--- config.mk ---
export PLATFORM = sky130hd
export DESIGN_NAME = nmea_uart_rx
export DESIGN_NICKNAME = d
export VERILOG_FILES = /design/src/rtl/nmea_uart_rx.sv
export SDC_FILE = /design/constraint.sdc
export NUM_CORES = 1
export LEC_CHECK = 0
export ABC_AREA = 1
export BUFFER_PORTS_ARGS = -buffer_cell sky130_fd_sc_hd__buf_2
export CORE_MARGIN = 8
export CORE_UTILIZATION = 40
export CTS_CLUSTER_SIZE = 25
export DETAILED_ROUTE_END_ITERATION = 10
export PLACE_DENSITY = 0.56
export SYNTH_ARGS = -nofsm -noshare
export SYNTH_HDL_FRONTEND = slang
export SYNTH_SLANG_ARGS = --single-unit
--- constraint.sdc ---
create_clock -name sclk -period 3 [get_ports sclk]
set_clock_uncertainty 0.1 [all_clocks]
set_input_delay 0.45 -clock sclk [delete_from_list [all_inputs] [get_ports sclk]]
set_output_delay 0.45 -clock sclk [all_outputs]
set_load 0.01 [all_outputs]
--- src/rtl/nmea_uart_rx.sv ---
// 8N1 serial receiver for the GPS NMEA stream: 2-flop synchronizer, oversampled
// majority-vote bit sampling, start-glitch rejection and framing-error reporting.
module nmea_uart_rx #(
   parameter int SYSCLK_FREQ = 100_000_000,
   parameter int BAUD        = 9600,
   parameter int OVERSAMPLE  = 16
) (
   input  logic       sclk,
   input  logic       rstn,
   input  logic       rxd,
   output logic [7:0] dataByte,
   output logic       dataReady,
   output logic       frameErr,
   output logic       rxBusy
);

   localparam int TICK_DIV = (SYSCLK_FREQ + (BAUD * OVERSAMPLE) / 2) / (BAUD * OVERSAMPLE);
   localparam int DW = (TICK_DIV > 1) ? $clog2(TICK_DIV) : 1;
   localparam int SW = $clog2(OVERSAMPLE);

   localparam logic [DW-1:0] DIV_LAST  = DW'(TICK_DIV - 1);
   localparam logic [SW-1:0] SCNT_LAST = SW'(OVERSAMPLE - 1);
   // scnt values held while the 7th, 8th and 9th ticks of a bit arrive (defaults)
   localparam logic [SW-1:0] SMP_A = SW'(OVERSAMPLE / 2 - 2);
   localparam logic [SW-1:0] SMP_B = SW'(OVERSAMPLE / 2 - 1);
   localparam logic [SW-1:0] SMP_C = SW'(OVERSAMPLE / 2);

   typedef enum logic [2:0] {
      IDLE      = 3'd0,
      START     = 3'd1,
      DATA      = 3'd2,
      STOP      = 3'd3,
      WAIT_IDLE = 3'd4
   } state_t;

   function automatic logic maj3(input logic a, input logic b, input logic c);
      return (a & b) | (a & c) | (b & c);
   endfunction

   logic [1:0]    sync_r;
   logic          rxs_s;
   logic [DW-1:0] div_r;
   logic          tick_s;
   logic          restart_s;
   state_t        state_r, state_nxt_s;
   logic [SW-1:0] scnt_r, scnt_nxt_s, scnt_inc_s;
   logic [2:0]    bcnt_r, bcnt_nxt_s;
   logic [7:0]    shreg_r, shreg_nxt_s;
   logic          v0_r, v0_nxt_s, v1_r, v1_nxt_s;
   logic          vote_s, vote_at_s, wrap_s;
   logic [7:0]    byte_r, byte_nxt_s;
   logic          ready_r, ready_nxt_s;
   logic          ferr_r, ferr_nxt_s;
   logic          busy_r, busy_nxt_s;

   assign rxs_s      = sync_r[1];
   assign tick_s     = (div_r == DIV_LAST);
   assign vote_s     = maj3(v0_r, v1_r, rxs_s);
   assign vote_at_s  = tick_s && (scnt_r == SMP_C);
   assign wrap_s     = tick_s && (scnt_r == SCNT_LAST);
   assign scnt_inc_s = (scnt_r == SCNT_LAST) ? {SW{1'b0}} : scnt_r + SW'(1);

   assign dataByte  = byte_r;
   assign dataReady = ready_r;
   assign frameErr  = ferr_r;
   assign rxBusy    = busy_r;

   // Two-flop synchronizer for the asynchronous serial line
   always_ff @(posedge sclk or negedge rstn) begin
      if (!rstn) begin
         sync_r <= 2'b11;
      end else begin
         sync_r <= {sync_r[0], rxd};
      end
   end

   // Tick divider, re-phased to the detected start edge
   always_ff @(posedge sclk or negedge rstn) begin
      if (!rstn) begin
         div_r <= {DW{1'b0}};
      end else if (restart_s || tick_s) begin
         div_r <= {DW{1'b0}};
      end else begin
         div_r <= div_r + DW'(1);
      end
   end

   // Next-state and next-output logic of the receive FSM
   always_comb begin
      state_nxt_s = state_r;
      scnt_nxt_s  = scnt_r;
      bcnt_nxt_s  = bcnt_r;
      shreg_nxt_s = shreg_r;
      byte_nxt_s  = byte_r;
      ready_nxt_s = 1'b0;
      ferr_nxt_s  = 1'b0;
      busy_nxt_s  = busy_r;
      restart_s   = 1'b0;
      v0_nxt_s    = (tick_s && (scnt_r == SMP_A)) ? rxs_s : v0_r;
      v1_nxt_s    = (tick_s && (scnt_r == SMP_B)) ? rxs_s : v1_r;
      case (state_r)
         IDLE: begin
            if (!rxs_s) begin
               state_nxt_s = START;
               scnt_nxt_s  = {SW{1'b0}};
               restart_s   = 1'b1;
               busy_nxt_s  = 1'b1;
            end else begin
               busy_nxt_s  = 1'b0;
            end
         end
         START: begin
            scnt_nxt_s = tick_s ? scnt_inc_s : scnt_r;
            if (vote_at_s && vote_s) begin
               state_nxt_s = IDLE;
               busy_nxt_s  = 1'b0;
            end else if (wrap_s) begin
               state_nxt_s = DATA;
               bcnt_nxt_s  = 3'd0;
            end else begin
               state_nxt_s = START;
            end
         end
         DATA: begin
            scnt_nxt_s  = tick_s ? scnt_inc_s : scnt_r;
            shreg_nxt_s = vote_at_s ? {vote_s, shreg_r[7:1]} : shreg_r;
            if (wrap_s) begin
               bcnt_nxt_s  = bcnt_r + 3'd1;
               state_nxt_s = (bcnt_r == 3'd7) ? STOP : DATA;
            end else begin
               bcnt_nxt_s  = bcnt_r;
            end
         end
         STOP: begin
            scnt_nxt_s = tick_s ? scnt_inc_s : scnt_r;
            if (vote_at_s && vote_s) begin
               byte_nxt_s  = shreg_r;
               ready_nxt_s = 1'b1;
               busy_nxt_s  = 1'b0;
               state_nxt_s = IDLE;
            end else if (vote_at_s) begin
               ferr_nxt_s  = 1'b1;
               scnt_nxt_s  = {SW{1'b0}};
               state_nxt_s = WAIT_IDLE;
            end else begin
               state_nxt_s = STOP;
            end
         end
         WAIT_IDLE: begin
            // scnt counts consecutive high ticks here
            if (tick_s && !rxs_s) begin
               scnt_nxt_s = {SW{1'b0}};
            end else if (tick_s && (scnt_r == SCNT_LAST)) begin
               scnt_nxt_s  = {SW{1'b0}};
               busy_nxt_s  = 1'b0;
               state_nxt_s = IDLE;
            end else if (tick_s) begin
               scnt_nxt_s = scnt_r + SW'(1);
            end else begin
               scnt_nxt_s = scnt_r;
            end
         end
         default: begin
            state_nxt_s = IDLE;
            busy_nxt_s  = 1'b0;
         end
      endcase
   end

   // FSM state, datapath and registered outputs
   always_ff @(posedge sclk or negedge rstn) begin
      if (!rstn) begin
         state_r <= IDLE;
         scnt_r  <= {SW{1'b0}};
         bcnt_r  <= 3'd0;
         shreg_r <= 8'd0;
         v0_r    <= 1'b1;
         v1_r    <= 1'b1;
         byte_r  <= 8'd0;
         ready_r <= 1'b0;
         ferr_r  <= 1'b0;
         busy_r  <= 1'b0;
      end else begin
         state_r <= state_nxt_s;
         scnt_r  <= scnt_nxt_s;
         bcnt_r  <= bcnt_nxt_s;
         shreg_r <= shreg_nxt_s;
         v0_r    <= v0_nxt_s;
         v1_r    <= v1_nxt_s;
         byte_r  <= byte_nxt_s;
         ready_r <= ready_nxt_s;
         ferr_r  <= ferr_nxt_s;
         busy_r  <= busy_nxt_s;
      end
   end

endmodule

==> flow_summary_export.csv <==
group,metric,value,unit
status,status,"completed",
setup_path,crit_chain,"inv_1, ha_1, nand2_4, nor2_2, nand2_4, nor2_8, nand3_4, nand2_1, o21ai_2",
die,start_util,0.4108,
sta,tns,0,ns
setup_path,crit_fanout,16,
power_and_ir_drop,p_leak,0.001250,µW
synthesis,synth_area,2248,µm²
placement,place_ws,1.138,ns
layout,instances_no_fill,350,
sta,finalHoldViolations,0,
die,core-area,5473,µm²
clocking,htreeDepth,2,
clocking,cts_buffers,5,
setup_path,endpoint_kind,"flop",
global_route,grt_use_total,0.1064,
setup_path,path_class,"flop to flop",
power_and_ir_drop,vdd_drop_max,0.2702,mV
run,max_cap_viol_count,0,
routing,finalWirelength,3958,µm
placement,dp.cells,342,
layout,area_growth,10.57,%
sta,worst_slew_pin_slew,0.9317,ns
setup_path,crit_top_cell,"nand2_4",
synthesis,synthTopCellsByArea,"dfrtp_1, nand2_1, o21ai_2, inv_1, dfstp_2",
die,die_width,90.98,µm
global_route,antenna_found_initial,0,
power_and_ir_drop,powerDensity,432.7,nW/µm²
synthesis,synth_top_area_frac,0.4341,
placement,gp_congestion,0.8243,
layout,final_util,0.4543,
sta,rsz0062_at_grt,"false",
synthesis,yosys_warnings,0,
setup_path,cp_top_family,"simple AND/OR/NAND/NOR gates",
synthesis,synth-async-reset-ratio,1.000,
setup_path,critPathRequiredTime,3.09,ns
synthesis,synth_common_cells,"nand2_1, dfrtp_1, inv_1",
global_route,grt_pass1_vias,1613,
die,rows,27,
sta,setup_viol,0,
setup_path,slowest_stage,"dfrtp_1",
sta,slew_violations,0,
routing,via_count,1614,
synthesis,synth_cells,261,
routing,ant_nets,0,
clocking,tritoncts,"yes",
synthesis,yosysMostFrequentCell,"nand2_1",
setup_path,cp-start-kind,"flop",
synthesis,synth.distinct_cells,33,
synthesis,yosysTopAreaCell,"dfrtp_1",
layout,design_area,2486,µm²
sta,slew_headroom,0.3788,
clocking,clock_latency,0.29,ns
synthesis,synth_edf_count,0,
global_route,grt_first_pass_wirelength,7320,µm
die,ios,14,
clocking,cts_hold_buf,0,
setup_path,max_stage_delay,0.41,ns
die,die_y,90.98,µm
setup_path,critPathArrivalTime,1.94,ns
routing,drt_iter0_drc,62,
placement,hpwl,2925,µm
synthesis,ys_ff_latch,43,
synthesis,ys_seq_area_frac,0.4808,
synthesis,ys.flop_type,"dfrtp_1",
clocking,clk_pin_slew,0.09,ns
synthesis,avgSynthCellArea,8.615,µm²
setup_path,path_buf_inv,1,
placement,portBuffers,13,
clocking,cts_setup_buffers,0,
layout,n_antenna_cell,0,
routing,avgRoutedWirePerCell,11.31,µm
sta,fin_crit_sh,0.6160,
clocking,cts.sinks,43,
sta,max_clock_freq,541.1,MHz
clocking,cts_resized,0,
global_route,grt_max_degree,44,
sta,fin_ws,1.152,ns
clocking,root_buffer,"clkbuf_8",
layout,drive_gt1_frac,0.2086,
global_route,overflow,0,
clocking,clockBufferDepth,2,
min_path,min_path_type,"input port to flop",
routing,drc,0,
routing,vias_per_cell,4.611,
synthesis,synth_nets,271,
sta,min_period,1.848,ns
placement,placedInstanceArea,2365,µm²
routing,drt-pass1-iter-count,4,
die,die_area,8276,µm²
layout,final_nets,287,
## layout make-up
cell class | instances | area [µm²]
Fill cell | 571 | 2987
Sequential cell | 43 | 1081
Multi-Input combinational cell | 177 | 989.7
Inverter | 37 | 138.9
Tap cell | 72 | 90.09
Clock buffer | 6 | 82.58
Timing Repair Buffer | 13 | 65.06
Clock inverter | 2 | 38.79
## path summary, 6_finish.rpt
path | start | slack (ns) | cells past startpoint | end
min | rxd | 0.15 | 1 | sync_r[0]
max reg2reg | div_r[0] | 1.15 | 9 | dataByte[4]
max in group asynchronous | rstn | 2.03 | 1 | bcnt_r[1]
max | div_r[0] | 1.15 | 9 | dataByte[4]
min reg2reg | sync_r[0] | 0.25 | 0 | sync_r[1]
min in group asynchronous | rstn | 0.19 | 1 | div_r[5]
## through the flow
step | hold WS [ns] | power (µW)
after floorplan | 0.05441 | 595.1
after global placement | 0.2465 | 608.6
after detailed placement | 0.2481 | 608.7
after CTS | 0.1299 | 1099
after global routing | 0.1304 | 1117
final | 0.1469 | 1076
## metal layers
layer	up-vias	track usage	wire length, µm
met1	738	0.1314	1939
li1	856	-	-
met3	5	0.02551	88
met4	0	0.04911	66
met2	15	0.1717	1864
met5	-	0	0
## worst reg2reg max path: stages (launching register included)
cell	delay (ns)
dfrtp_1	0.41
inv_1	0.07
ha_1	0.18
nand2_4	0.05
nor2_2	0.18
nand2_4	0.17
nor2_8	0.16
nand3_4	0.22
nand2_1	0.15
o21ai_2	0.06
## power by group
part | internal (µW) | switching (µW) | total (µW) | leakage (µW)
clock | 274 | 206 | 480 | 0.0000618
combinational | 1.47 | 11.6 | 13.1 | 0.000621
sequential | 582 | 1.14 | 583 | 0.000567
## flip-flops by register name, summed over array words and instances (netlist names)
name and flops:
div_r 10, dataByte 8, shreg_r 8, scnt_r 4, bcnt_r 3, state_r 3, sync_r 2, dataReady 1
frameErr 1, rxBusy 1, v0_r 1, v1_r 1
## cell families (layout without fill, tap and decap cells)
group,count (synthesis),in the layout,synth area share
AND/OR/NAND/NOR,135,135,0.2938
AO/OA/AOI/OAI,32,32,0.09572
flip-flops,43,43,0.4808
XOR/XNOR,3,3,0.01169
adder cells (fa/ha/maj),7,7,0.03895
buffers and inverters,41,58,0.07902
## cell usage in the layout, fill, tap and decap left out, types with 5 or more instances in the layout
cell type,n
inv_1,30
inv_2,5
nand3_1,13
ha_1,7
nand2_1,76
dfrtp_1,39
o21ai_2,13
nor3_1,5
buf_2,13
a21oi_1,5
nor2_1,19
o21ai_1,8
clkbuf_8,6
(Power assumes the default switching activity.)
